### config.mk
export PLATFORM = sky130hd
export DESIGN_NAME = alu_multicycle_flat
export DESIGN_NICKNAME = d
export VERILOG_FILES = /design/src/rtl/alu_multicycle_if.sv /design/src/rtl/alu_multicycle.sv /design/src/flat_wrapper.sv
export SDC_FILE = /design/constraint.sdc
export NUM_CORES = 1
export LEC_CHECK = 0
export BUFFER_PORTS_ARGS = -buffer_cell sky130_fd_sc_hd__buf_4
export CELL_PAD_IN_SITES_DETAIL_PLACEMENT = 0
export CELL_PAD_IN_SITES_GLOBAL_PLACEMENT = 1
export CORE_MARGIN = 1
export CORE_UTILIZATION = 48
export DETAILED_ROUTE_END_ITERATION = 8
export PLACE_DENSITY_LB_ADDON = 0.3
export SYNTH_ARGS = -nofsm -noshare
export SYNTH_HDL_FRONTEND = slang
export SYNTH_SLANG_ARGS = --single-unit
### constraint.sdc
create_clock -name clk -period 5.5 [get_ports clk]
set_clock_uncertainty 0.15 [all_clocks]
set_input_delay 0.55 -clock clk [delete_from_list [all_inputs] [get_ports clk]]
set_output_delay 0.55 -clock clk [all_outputs]
set_load 0.005 [all_outputs]
### src/rtl/alu_multicycle_if.sv
// ---------------------------------------------------------------------------
// alu_multicycle_if
// Purpose : Bundles the request/response signals between the execute-stage
//           sequencer (master) and the multi-cycle ALU (slave).
// Signals :
//   aluOp       4      operation code (master -> slave)
//   aluStart    1      request strobe (master -> slave)
//   carryIn     1      carry/borrow-in for ADC/SBB (master -> slave)
//   operandA    WIDTH  A operand (master -> slave)
//   operandB    WIDTH  B operand / shift amount (master -> slave)
//   aluResult   WIDTH  registered result (slave -> master)
//   aluCarry    1      registered carry flag (slave -> master)
//   aluOverflow 1      registered overflow flag (slave -> master)
//   aluError    1      registered illegal-op flag (slave -> master)
//   aluBusy     1      multi-cycle op in progress (slave -> master)
//   aluDone     1      one-cycle completion pulse (slave -> master)
// ---------------------------------------------------------------------------
interface alu_multicycle_if #(
    parameter int WIDTH = 32
);
    logic [3:0]       aluOp;
    logic             aluStart;
    logic             carryIn;
    logic [WIDTH-1:0] operandA;
    logic [WIDTH-1:0] operandB;
    logic [WIDTH-1:0] aluResult;
    logic             aluCarry;
    logic             aluOverflow;
    logic             aluError;
    logic             aluBusy;
    logic             aluDone;

    // The sequencer issues requests and watches the handshake.
    modport master (
        output aluOp, aluStart, carryIn, operandA, operandB,
        input  aluResult, aluCarry, aluOverflow, aluError, aluBusy, aluDone
    );

    // The ALU consumes requests and produces registered results.
    modport slave (
        input  aluOp, aluStart, carryIn, operandA, operandB,
        output aluResult, aluCarry, aluOverflow, aluError, aluBusy, aluDone
    );
endinterface

### src/rtl/alu_multicycle.sv
// ---------------------------------------------------------------------------
// alu_multicycle
// Purpose : Execute-stage ALU with a start/done handshake. Add/sub/logic ops
//           and illegal opcodes complete in one cycle without raising busy;
//           shifts iterate one bit per cycle and the optional multiplier is
//           an unsigned shift-add over WIDTH cycles. Results and flags are
//           registered and held until the next completion.
// Ports   :
//   clk      in  1   rising-edge clock
//   reset_n  in  1   asynchronous active-low reset; aborts any op in flight
//   aluBus   slave modport of alu_multicycle_if (operands, op, handshake,
//            result and flags)
// Config  : define ALU_MUL_EN to build the iterative multiplier; without it
//           opcode 11 is treated as illegal and no multiplier logic exists.
// ---------------------------------------------------------------------------
module alu_multicycle #(
    parameter int WIDTH = 32
) (
    input  logic              clk,
    input  logic              reset_n,
    alu_multicycle_if.slave   aluBus
);

    localparam int SHAMT_W = $clog2(WIDTH);
    // One extra bit so the counter can hold WIDTH for the multiplier.
    localparam int CNT_W   = SHAMT_W + 1;

    localparam logic [3:0] OP_ADD = 4'd0;
    localparam logic [3:0] OP_ADC = 4'd1;
    localparam logic [3:0] OP_SUB = 4'd2;
    localparam logic [3:0] OP_SBB = 4'd3;
    localparam logic [3:0] OP_AND = 4'd4;
    localparam logic [3:0] OP_OR  = 4'd5;
    localparam logic [3:0] OP_XOR = 4'd6;
    localparam logic [3:0] OP_NOT = 4'd7;
    localparam logic [3:0] OP_SHL = 4'd8;
    localparam logic [3:0] OP_SHR = 4'd9;
    localparam logic [3:0] OP_SAR = 4'd10;
    localparam logic [3:0] OP_MUL = 4'd11;

    typedef enum logic {
        S_IDLE,
        S_EXEC
    } state_t;

    state_t           r_state;
    logic [3:0]       r_op;
    logic [WIDTH-1:0] r_work;
    logic [CNT_W-1:0] r_count;
    logic [WIDTH-1:0] r_result;
    logic             r_carry;
    logic             r_ovf;
    logic             r_err;
    logic             r_busy;
    logic             r_done;

    logic [WIDTH-1:0] w_bSel;
    logic             w_cin;
    logic [WIDTH:0]   w_sum;
    logic             w_addOvf;

    logic [WIDTH-1:0] w_quickResult;
    logic             w_quickCarry;
    logic             w_quickOvf;
    logic             w_quickErr;
    logic             w_isMulti;

    logic [WIDTH-1:0] w_shNext;
    logic             w_shOut;

    // Shared adder for ADD/ADC/SUB/SBB. Subtraction inverts B and uses the
    // carry-in as "not borrow", so carry-out = 1 means no borrow occurred.
    always_comb begin
        w_bSel = ((aluBus.aluOp == OP_SUB) || (aluBus.aluOp == OP_SBB))
                 ? ~aluBus.operandB : aluBus.operandB;
        case (aluBus.aluOp)
            OP_ADC:  w_cin = aluBus.carryIn;
            OP_SUB:  w_cin = 1'b1;
            OP_SBB:  w_cin = aluBus.carryIn;
            default: w_cin = 1'b0;
        endcase
        w_sum = {1'b0, aluBus.operandA} + {1'b0, w_bSel} + {{WIDTH{1'b0}}, w_cin};
        w_addOvf = (~aluBus.operandA[WIDTH-1] & ~w_bSel[WIDTH-1] &  w_sum[WIDTH-1]) |
                   ( aluBus.operandA[WIDTH-1] &  w_bSel[WIDTH-1] & ~w_sum[WIDTH-1]);
    end

    // Decode of the incoming request: single-cycle ops produce their final
    // outputs here, multi-cycle ops only flag that the EXEC phase is needed.
    always_comb begin
        w_quickResult = '0;
        w_quickCarry  = 1'b0;
        w_quickOvf    = 1'b0;
        w_quickErr    = 1'b0;
        w_isMulti     = 1'b0;
        case (aluBus.aluOp)
            OP_ADD, OP_ADC, OP_SUB, OP_SBB: begin
                w_quickResult = w_sum[WIDTH-1:0];
                w_quickCarry  = w_sum[WIDTH];
                w_quickOvf    = w_addOvf;
            end
            OP_AND: w_quickResult = aluBus.operandA & aluBus.operandB;
            OP_OR:  w_quickResult = aluBus.operandA | aluBus.operandB;
            OP_XOR: w_quickResult = aluBus.operandA ^ aluBus.operandB;
            OP_NOT: w_quickResult = ~aluBus.operandB;
            OP_SHL, OP_SHR, OP_SAR: w_isMulti = 1'b1;
`ifdef ALU_MUL_EN
            OP_MUL: w_isMulti = 1'b1;
`else
            OP_MUL: w_quickErr = 1'b1;
`endif
            default: w_quickErr = 1'b1;
        endcase
    end

    // One-bit shift step on the working register; the bit leaving the
    // register becomes the carry if this is the final step.
    always_comb begin
        w_shNext = r_work;
        w_shOut  = 1'b0;
        case (r_op)
            OP_SHL: begin
                w_shNext = {r_work[WIDTH-2:0], 1'b0};
                w_shOut  = r_work[WIDTH-1];
            end
            OP_SHR: begin
                w_shNext = {1'b0, r_work[WIDTH-1:1]};
                w_shOut  = r_work[0];
            end
            default: begin
                w_shNext = {r_work[WIDTH-1], r_work[WIDTH-1:1]};
                w_shOut  = r_work[0];
            end
        endcase
    end

`ifdef ALU_MUL_EN
    // Shift-add multiplier: upper half accumulates partial sums, lower half
    // holds the not-yet-consumed multiplier bits. Each step conditionally
    // adds the multiplicand (r_work) and shifts the whole pair right.
    logic [2*WIDTH-1:0] r_mulAcc;
    logic [WIDTH:0]     w_mulSum;
    logic [2*WIDTH-1:0] w_mulNext;

    always_comb begin
        w_mulSum  = {1'b0, r_mulAcc[2*WIDTH-1:WIDTH]} +
                    (r_mulAcc[0] ? {1'b0, r_work} : {(WIDTH+1){1'b0}});
        w_mulNext = {w_mulSum, r_mulAcc[WIDTH-1:1]};
    end
`endif

    // Control FSM and all registered outputs. IDLE accepts a request every
    // cycle; single-cycle ops complete straight from IDLE, multi-cycle ops
    // spend their iterations in EXEC and return to IDLE on the cycle that
    // publishes the result, so a new start can be taken in the done cycle.
    always_ff @(posedge clk or negedge reset_n) begin
        if (!reset_n) begin
            r_state  <= S_IDLE;
            r_op     <= 4'd0;
            r_work   <= '0;
            r_count  <= '0;
            r_result <= '0;
            r_carry  <= 1'b0;
            r_ovf    <= 1'b0;
            r_err    <= 1'b0;
            r_busy   <= 1'b0;
            r_done   <= 1'b0;
`ifdef ALU_MUL_EN
            r_mulAcc <= '0;
`endif
        end else begin
            r_done <= 1'b0;
            case (r_state)
                S_IDLE: begin
                    if (aluBus.aluStart) begin
                        r_op   <= aluBus.aluOp;
                        r_work <= aluBus.operandA;
                        if (w_isMulti) begin
                            r_state <= S_EXEC;
                            r_busy  <= 1'b1;
`ifdef ALU_MUL_EN
                            if (aluBus.aluOp == OP_MUL) begin
                                r_count  <= CNT_W'(WIDTH);
                                r_mulAcc <= {{WIDTH{1'b0}}, aluBus.operandB};
                            end else
`endif
                            r_count <= {1'b0, aluBus.operandB[SHAMT_W-1:0]};
                        end else begin
                            r_result <= w_quickResult;
                            r_carry  <= w_quickCarry;
                            r_ovf    <= w_quickOvf;
                            r_err    <= w_quickErr;
                            r_done   <= 1'b1;
                        end
                    end
                end
                S_EXEC: begin
`ifdef ALU_MUL_EN
                    if (r_op == OP_MUL) begin
                        r_mulAcc <= w_mulNext;
                        r_count  <= r_count - CNT_W'(1);
                        if (r_count == CNT_W'(1)) begin
                            r_state  <= S_IDLE;
                            r_busy   <= 1'b0;
                            r_done   <= 1'b1;
                            r_result <= w_mulNext[WIDTH-1:0];
                            r_carry  <= |w_mulNext[2*WIDTH-1:WIDTH];
                            r_ovf    <= |w_mulNext[2*WIDTH-1:WIDTH];
                            r_err    <= 1'b0;
                        end
                    end else
`endif
                    // A zero shift amount still spends one EXEC cycle and
                    // passes A through with a clear carry.
                    if (r_count == '0) begin
                        r_state  <= S_IDLE;
                        r_busy   <= 1'b0;
                        r_done   <= 1'b1;
                        r_result <= r_work;
                        r_carry  <= 1'b0;
                        r_ovf    <= 1'b0;
                        r_err    <= 1'b0;
                    end else if (r_count == CNT_W'(1)) begin
                        r_state  <= S_IDLE;
                        r_busy   <= 1'b0;
                        r_done   <= 1'b1;
                        r_result <= w_shNext;
                        r_carry  <= w_shOut;
                        r_ovf    <= 1'b0;
                        r_err    <= 1'b0;
                    end else begin
                        r_work  <= w_shNext;
                        r_count <= r_count - CNT_W'(1);
                    end
                end
                default: begin
                    r_state <= S_IDLE;
                    r_busy  <= 1'b0;
                end
            endcase
        end
    end

    assign aluBus.aluResult   = r_result;
    assign aluBus.aluCarry    = r_carry;
    assign aluBus.aluOverflow = r_ovf;
    assign aluBus.aluError    = r_err;
    assign aluBus.aluBusy     = r_busy;
    assign aluBus.aluDone     = r_done;

endmodule

### src/flat_wrapper.sv
// flat-port wrapper written by rule: the top's interface ports become plain ports
module alu_multicycle_flat 
#(
    parameter int WIDTH = 32
)
  (clk, reset_n, aluBus_aluOp, aluBus_aluStart, aluBus_carryIn, aluBus_operandA, aluBus_operandB, aluBus_aluResult, aluBus_aluCarry, aluBus_aluOverflow, aluBus_aluError, aluBus_aluBusy, aluBus_aluDone);
  alu_multicycle_if #(.WIDTH(WIDTH)) aluBus_i ();
  input  logic clk;
  input  logic reset_n;
  input wire logic [$bits(aluBus_i.aluOp)-1:0] aluBus_aluOp;
  input wire logic [$bits(aluBus_i.aluStart)-1:0] aluBus_aluStart;
  input wire logic [$bits(aluBus_i.carryIn)-1:0] aluBus_carryIn;
  input wire logic [$bits(aluBus_i.operandA)-1:0] aluBus_operandA;
  input wire logic [$bits(aluBus_i.operandB)-1:0] aluBus_operandB;
  output wire logic [$bits(aluBus_i.aluResult)-1:0] aluBus_aluResult;
  output wire logic [$bits(aluBus_i.aluCarry)-1:0] aluBus_aluCarry;
  output wire logic [$bits(aluBus_i.aluOverflow)-1:0] aluBus_aluOverflow;
  output wire logic [$bits(aluBus_i.aluError)-1:0] aluBus_aluError;
  output wire logic [$bits(aluBus_i.aluBusy)-1:0] aluBus_aluBusy;
  output wire logic [$bits(aluBus_i.aluDone)-1:0] aluBus_aluDone;
  assign aluBus_i.aluOp = aluBus_aluOp;
  assign aluBus_i.aluStart = aluBus_aluStart;
  assign aluBus_i.carryIn = aluBus_carryIn;
  assign aluBus_i.operandA = aluBus_operandA;
  assign aluBus_i.operandB = aluBus_operandB;
  assign aluBus_aluResult = aluBus_i.aluResult;
  assign aluBus_aluCarry = aluBus_i.aluCarry;
  assign aluBus_aluOverflow = aluBus_i.aluOverflow;
  assign aluBus_aluError = aluBus_i.aluError;
  assign aluBus_aluBusy = aluBus_i.aluBusy;
  assign aluBus_aluDone = aluBus_i.aluDone;
  alu_multicycle #(.WIDTH(WIDTH)) u_core (.clk(clk), .reset_n(reset_n), .aluBus(aluBus_i));
endmodule
==> reports/qor.yml, run 1 <==
pwr:
  power_frac_clock_pct: 17.5
  comb_power_share_pct: 50.5
  leakagePower_nw: 4.41
  p_sw_share_pct: 43.8
  seqPwrFrac_pct: 32.0
  switchingPower_w: 0.00166
  power.density_nw_per_um2: 393
  ir_drop_mv: 0.218
  p_int_w: 0.00214
critical_path:
  endpoint_kind: "register"
  worstPathRequired_ns: 5.60
  ff2ff_path_depth: 8
  r2r_slack_ns: 1.98
  reg2reg_from: "u_core.r_state"
  reg2reg_to: "u_core.aluBus.aluResult[19]"
  critPathMostFrequentCell: "fa_1"
  critPathMaxFanout: 15
  crit_type: "in -> reg"
  worstPathCellList: "buf_4 > nor2_2 > and2_2 > xnor2_1 > fa_1 > inv_1 > fa_1 > nand2b_1 > a21oi_1 > o211ai_1 > a211oi_4 > nor2_4 > o31ai_4 > a22oi_1 > a41o_1"
  start_kind: "input pin"
  cp_slowest_stage_delay_ns: 0.46
  slowest_stage: "and2_2"
  worst-endpoint-arrival_ns: 4.01
timing:
  fin_tns_setup_ns: 0
  fin_crit_sh_pct: 71.1
  worst_slew_pin_slew_ns: 0.941
  hold-worst-slack_ns: -0.00607
  fin_crit_ns: 3.91
  finalSetupViolCount: 0
  relSlewSlack_pct: 36.9
  max_freq_mhz: 256
  rsz0062_at_grt: "false"
  final_max_slew_viol_count: 0
  finalHoldViolCount: 4
clock_network:
  cts_made_buffers: 9
  cts.clk_slew.worst_paths_ns: 0.07
  h-tree-depth: 3
  clock-sinks: 80
  hold_buffers: 0
  cts-root-buf: "clkbuf_16"
  cts_tree: "yes"
  clock_path_buffers: 2
  post-cts-setup-buffers: 0
  clk_latency_ns: 0.36
  cts_resized: 0
synth:
  synth_edf_count: 0
  syn_inst: 1078
  postSynth.asyncResetShare_pct: 100
  synth_fp_nets: 1250
  synth_top_area_cell: "dfrtp_1"
  synth_area_um2: 8450
  synthTopCellsByCount: "nand2_1 (160), o21ai_0 (102), ha_1 (98)"
  yosys.area_share.xor_xnor_pct: 5.49
  synth_compound_area_share_pct: 26.4
  synthAdderAreaFrac_pct: 15.0
  synth-simple-area-share_pct: 17.2
  synth_top_area_share_pct: 23.7
  synth_area_leaders: "dfrtp_1 (24%), ha_1 (15%), nand2_1 (7.1%), o21ai_0 (6.0%), xnor2_1 (4.9%)"
  yosys_most_used_dff: "dfrtp_1"
  yosysSeqAreaShare_pct: 23.7
  ys_types: 79
  synth.most_common_cell: "nand2_1"
  syn_area_per_cell_um2: 7.84
  yosys-mux-area-fraction_pct: 4.87
  ys_seq_elements: 80
  synth_top_family_by_area: "compound AO/OA/AOI/OAI gates"
  ys_warn_count: 0
layout:
  n_antenna_cell: 0
  area_growth_pct: 14.4
  drive_above_1_share_pct: 15.3
  layout.nets: 1321
  fin_util_pct: 56.1
global_routing:
  overflow: 0
  grt_pass1_vias: 7519
  grt_use_total_pct: 27.8
  antenna_found_initial: 0
  grt_pass1_wl_mm: 40.0
  grt_max_degree: 65
placement:
  gp_congestion: 0.898
  numPortBuffers: 108
  place_hpwl_mm: 18.1
drt:
  viasPerCell: 5.83
  final_antenna_net_count: 0
  wl_per_cell_um: 17.6
  drt_pass1_iterations: 5
  wl_mm: 24.3
  first_iter_violations: 637
  vias: 8041
  drc: 0
floorplan:
  initial_core_util_pct: 49.0
  pin_count: 109
  dieArea_um2: 18100
  die-width_um: 135
  core_area_um2: 17200
  num_rows: 48
  die_y_um: 135
min_path:
  hp-class: "in -> async"
outcome:
  violations: "hold timing"
  status: "finished, violations left"
run:
  cap_violations: 0
==> layout by cell type, fill, tap and decap left out, types with 3 or more instances in the layout <==
cell type	n
or3_1	6
mux2i_1	40
ha_1	98
a21oi_1	82
clkinv_4	3
a2111oi_0	6
nor2b_1	5
o2111ai_1	4
nand3_1	20
clkbuf_16	9
inv_1	77
dfrtp_1	79
a221oi_1	13
o31ai_1	4
o21a_1	8
xnor2_1	47
nor2_2	4
buf_4	123
nor3_1	10
o21ai_1	6
xor2_1	6
a31oi_1	6
o22ai_1	13
nand2b_1	7
nor2_1	84
nand4_1	5
and2_1	4
a211oi_1	14
nand2_1	159
o211ai_1	12
o221ai_1	18
o21ai_0	102
nor3b_1	3
a21o_1	11
==> how the worst max path moves through the flow <==
stage,start,depth (start not counted),slack [ns],endpoint
3_3_place_gp,aluBus_aluOp[3],15,1.30,u_core.aluBus.aluResult[30]
3_5_place_dp,aluBus_aluOp[3],15,1.21,u_core.aluBus.aluResult[30]
5_1_grt,aluBus_aluOp[3],15,1.32,u_core.aluBus.aluResult[16]
6_report,aluBus_aluOp[3],15,1.59,u_core.aluBus.aluResult[30]
2_1_floorplan,aluBus_aluOp[3],17,1.19,u_core.aluBus.aluResult[30]
4_1_cts,aluBus_aluOp[3],15,1.58,u_core.aluBus.aluResult[30]
==> critical path: cells and delay by family <==
| kind | cells | cell delay, ns |
|---|---|---|
| AOI/OAI and AO/OA | 6 | 1.55 |
| adders and majority gates | 2 | 0.64 |
| buffers and inverters | 2 | 0.22 |
| xor gates and xnor gates | 1 | 0.19 |
| and+or+nand+nor | 4 | 0.85 |
==> layer usage <==
metal	vias to the layer above	GRT usage, %	wire (um)
li1	3963	-	-
met1	3850	39.2	11700
met2	206	45.5	11200
met3	22	2.59	1050
met4	0	7.49	337
met5	-	0	0
==> final cells by class <==
cell class	instances	area (um2)
clock buffers	10	239
clock inverters	6	76.3
fillers	1666	7560
inverters	78	293
multi-input cells	857	5860
flip-flops and latches	80	2000
well taps	225	282
repair buffers	123	923
==> state kept, by name, summed over array words and instances (netlist names) <==
| register | cells |
|---|---|
| u_core.aluBus.aluResult | 32 |
| u_core.r_state | 1 |
| u_core.r_work | 32 |
| u_core.aluBus.aluOverflow | 1 |
| u_core.r_count | 6 |
| u_core.r_op | 4 |
| u_core.aluBus.aluDone | 1 |
| u_core.aluBus.aluCarry | 1 |
| u_core.aluBus.aluBusy | 1 |
| u_core.aluBus.aluError | 1 |
==> power groups by stage <==
stage	combinational [W]	clock, W	sequential (W)
after floorplan	0.00139	0	0.00110
after global placement	0.00189	0	0.00122
after detailed placement	0.00192	0	0.00122
after CTS	0.00193	0.000668	0.00121
after global routing	0.00216	0.000690	0.00125
final	0.00192	0.000664	0.00122
==> logic make-up after synthesis <==
group | count (synthesis)
XOR/XNOR | 53
multiplexers | 41
buffers and inverters | 141
adder cells (fa/ha/maj) | 100
AO/OA/AOI/OAI | 336
AND/OR/NAND/NOR | 327
flip-flops | 80
==> stage by stage <==
step / total power (W) / worst slack, ns / std cells / area, um2
after CTS: 0.00381 / 1.58 / 1379 / 9670
final: 0.00380 / 1.59 / 1379 / 9670
after global placement: 0.00311 / 1.30 / 1363 / 9360
after global routing: 0.00411 / 1.32 / 1379 / 9670
after detailed placement: 0.00314 / 1.21 / 1363 / 9360
after floorplan: 0.00249 / 1.19 / 1078 / 8450
(Power assumes the default switching activity.)
==> run 2: changes to the inputs <==
--- a/config.mk
+++ b/config.mk
@@ -9,7 +9,7 @@
 export CELL_PAD_IN_SITES_DETAIL_PLACEMENT = 0
 export CELL_PAD_IN_SITES_GLOBAL_PLACEMENT = 1
 export CORE_MARGIN = 1
-export CORE_UTILIZATION = 48
+export CORE_UTILIZATION = 44
 export DETAILED_ROUTE_END_ITERATION = 8
 export PLACE_DENSITY_LB_ADDON = 0.3
 export SYNTH_ARGS = -nofsm -noshare
==> constraint.sdc (replaced) <==
create_clock -name clk -period 3.87 [get_ports clk]
set_clock_uncertainty 0.15 [all_clocks]
set_input_delay 0.387 -clock clk [delete_from_list [all_inputs] [get_ports clk]]
set_output_delay 0.387 -clock clk [all_outputs]
set_load 0.005 [all_outputs]
==> run 2 against run 1 <==
The flow now finishes without violations. Design area rose by 2.3%. Total power rose by 45%. Sequential share of layout area fell by 0.46 points. Non-clock buffer count rose by 21. Register-to-register slack got worse by 0.87 ns. Die area rose by 9.0%. First-iteration DRC count fell by 9.3%. Worst hold slack improved by 0.14 ns. Wire length rose by 3.7%. Via count rose by 0.44%. Worst setup slack got worse by 1.1 ns. Critical path type unchanged.
==> reports/qor.yml, run 2 (synthesized netlist as in run 1, its figures left out) <==
outcome:
  status: "complete, no violations"
floorplan:
  num_rows: 50  # +4.2%
  initial_core_util_pct: 45.0  # -4.0 points
  pin_count: 109  # unchanged
  die_y_um: 141  # +4.4%
  die-width_um: 141  # +4.4%
  dieArea_um2: 19800  # +9.0%
  core_area_um2: 18800  # +8.9%
global_routing:
  antenna_found_initial: 0  # unchanged
  grt_use_total_pct: 26.5  # -1.4 points
  use_met1_pct: 36.5  # -2.7 points
  grt_pass1_vias: 7825  # +4.1%
  grt_use_met2_pct: 43.6  # -1.9 points
  grt_max_degree: 65  # unchanged
  overflow: 0  # unchanged
  grt_pass1_wl_mm: 41.5  # +3.9%
  grt-busiest-layer: "met2"
  gr-usage-met3_pct: 2.89  # +0.30 points
layout:
  layout.nets: 1342  # +1.6%
  layout_common_cells: "nand2_1 (159), buf_4 (141), o21ai_0 (102)"
  fill_cells: 1894  # +14%
  area_growth_pct: 17.0
  n_antenna_cell: 0  # unchanged
  final_common_cell: "nand2_1"
  drive_above_1_share_pct: 16.8  # +1.4 points
critical_path:
  critPathMaxFanout: 12  # -3
  worstPathRequired_ns: 3.95  # -1.65 ns
  crit_type: "in -> reg"
  worst-endpoint-arrival_ns: 3.50  # -0.51 ns
  start_kind: "input pin"
  endpoint_kind: "register"
min_path:
  hp-class: "in -> reg"
pwr:
  leakagePower_nw: 4.53  # +2.6%
  ir_drop_mv: 0.241  # +11%
  power.density_nw_per_um2: 559  # +42%
drt:
  viasPerCell: 5.73  # -1.7%
  wl_mm: 25.2  # +3.7%
  first_iter_violations: 578  # -9.3%
  vias: 8076  # +0.44%
  drt_pass1_iterations: 5  # unchanged
  drc: 0  # unchanged
  wl_per_cell_um: 17.9  # +1.5%
  final_antenna_net_count: 0  # unchanged
clock_network:
  cts.clk_slew.worst_paths_ns: 0.07  # about the same
  cts_resized: 0  # unchanged
  clk_latency_ns: 0.36  # about the same
  cts_made_buffers: 9  # unchanged
  post-cts-setup-buffers: 0  # unchanged
  clock_path_buffers: 2  # unchanged
  h-tree-depth: 3  # unchanged
  cts_tree: "yes"
  clock-sinks: 80  # unchanged
  cts-root-buf: "clkbuf_16"
  hold_buffers: 1  # +1
timing:
  fin_tns_setup_ns: 0  # unchanged
  setup_slack_ns: 0.454  # -1.13 ns
  fin_crit_sh_pct: 88.3
  rsz0062_at_grt: "false"
  finalHoldViolCount: 0  # -4
  worst_slew_pin_slew_ns: 0.877  # -0.0636 ns
  final_max_slew_viol_count: 0  # unchanged
  max_freq_mhz: 293
  fin_crit_ns: 3.42
  relSlewSlack_pct: 41.2  # +4.3 points
  finalSetupViolCount: 0  # unchanged
run:
  cap_violations: 0  # unchanged
placement:
  place_hpwl_mm: 18.8  # +4.0%
  gp_congestion: 0.883  # -1.7%
  dp_slack_ns: 0.135  # -1.08 ns
  numPortBuffers: 108  # unchanged
==> run 2: cell types whose count changed in the layout (fill, tap and decap cells not counted), sizes merged <==
cell	delta
buf	+20
clkinv	-3
clkbuf	-1
inv	+3
dlygate4sd3	+1
bufinv	+1
==> run 2: power breakdown <==
part	switching [W]	total, W	internal [W]
clock network	0.000432	0.00101	0.000583
logic	0.00155	0.00284	0.00129
registers	0.000407	0.00167	0.00126
total	0.00239	0.00553	0.00314
==> run 2: cell type report <==
class                   instances  area, um2  area share (%)
multi-input cells             857       5860            59.3
flip-flops and latches         80       2000            20.2
repair buffers                144       1110            11.2
inverters                      78        293            2.96
well taps                     234        293            2.96
clock buffers                   9        225            2.28
clock inverters                 7        109            1.10
==> run 2: path summary, 6_finish.rpt <==
| check | from | endpoint | slack [ns] | depth (start not counted) |
|---|---|---|---|---|
| max reg2reg | u_core.r_count[1] | u_core.aluBus.aluResult[12] | 1.11 | 11 |
| max | aluBus_aluOp[2] | u_core.aluBus.aluResult[16] | 0.45 | 16 |
| min in group asynchronous | reset_n | u_core.r_count[5] | 0.21 | 2 |
| min | aluBus_aluOp[0] | u_core.r_op[0] | 0.14 | 3 |
| max in group asynchronous | reset_n | u_core.aluBus.aluResult[19] | 2.61 | 3 |
| min reg2reg | u_core.aluBus.aluResult[2] | u_core.aluBus.aluResult[2] | 0.33 | 1 |
==> run 2: stage by stage <==
step           instances  util (%)  hold slack, ns  total power [W]  instance area (um2)
2_1_floorplan       1078         -         -0.0586          0.00355                 8470
3_3_place_gp        1392      50.9          0.0466          0.00448                 9550
3_5_place_dp        1392      50.9          0.0472          0.00453                 9550
4_1_cts             1409      52.7           0.131          0.00555                 9890
5_1_grt             1409      52.7           0.148          0.00599                 9890
6_report            1409      52.7           0.136          0.00553                 9890
==> run 2: worst max-delay path: stages <==
cell       delay [ns]
buf_4            0.11
buf_4            0.15
nor2_4           0.09
and2_2           0.19
buf_4            0.16
buf_4            0.25
xnor2_1          0.10
ha_1             0.44
and4_1           0.26
nand2_1          0.08
and4_4           0.20
a21o_1           0.20
and2_1           0.17
xnor2_1          0.14
a2111oi_0        0.48
nor2_1           0.08
==> run 2: per-layer routing <==
metal | up-vias | part of all wire, % | wire length [um]
li1 | 4025 | - | -
met1 | 3839 | 48 | 12100
met2 | 192 | 47 | 11800
met3 | 20 | 4.0 | 1020
met4 | 0 | 1.5 | 380
met5 | - | 0 | 0
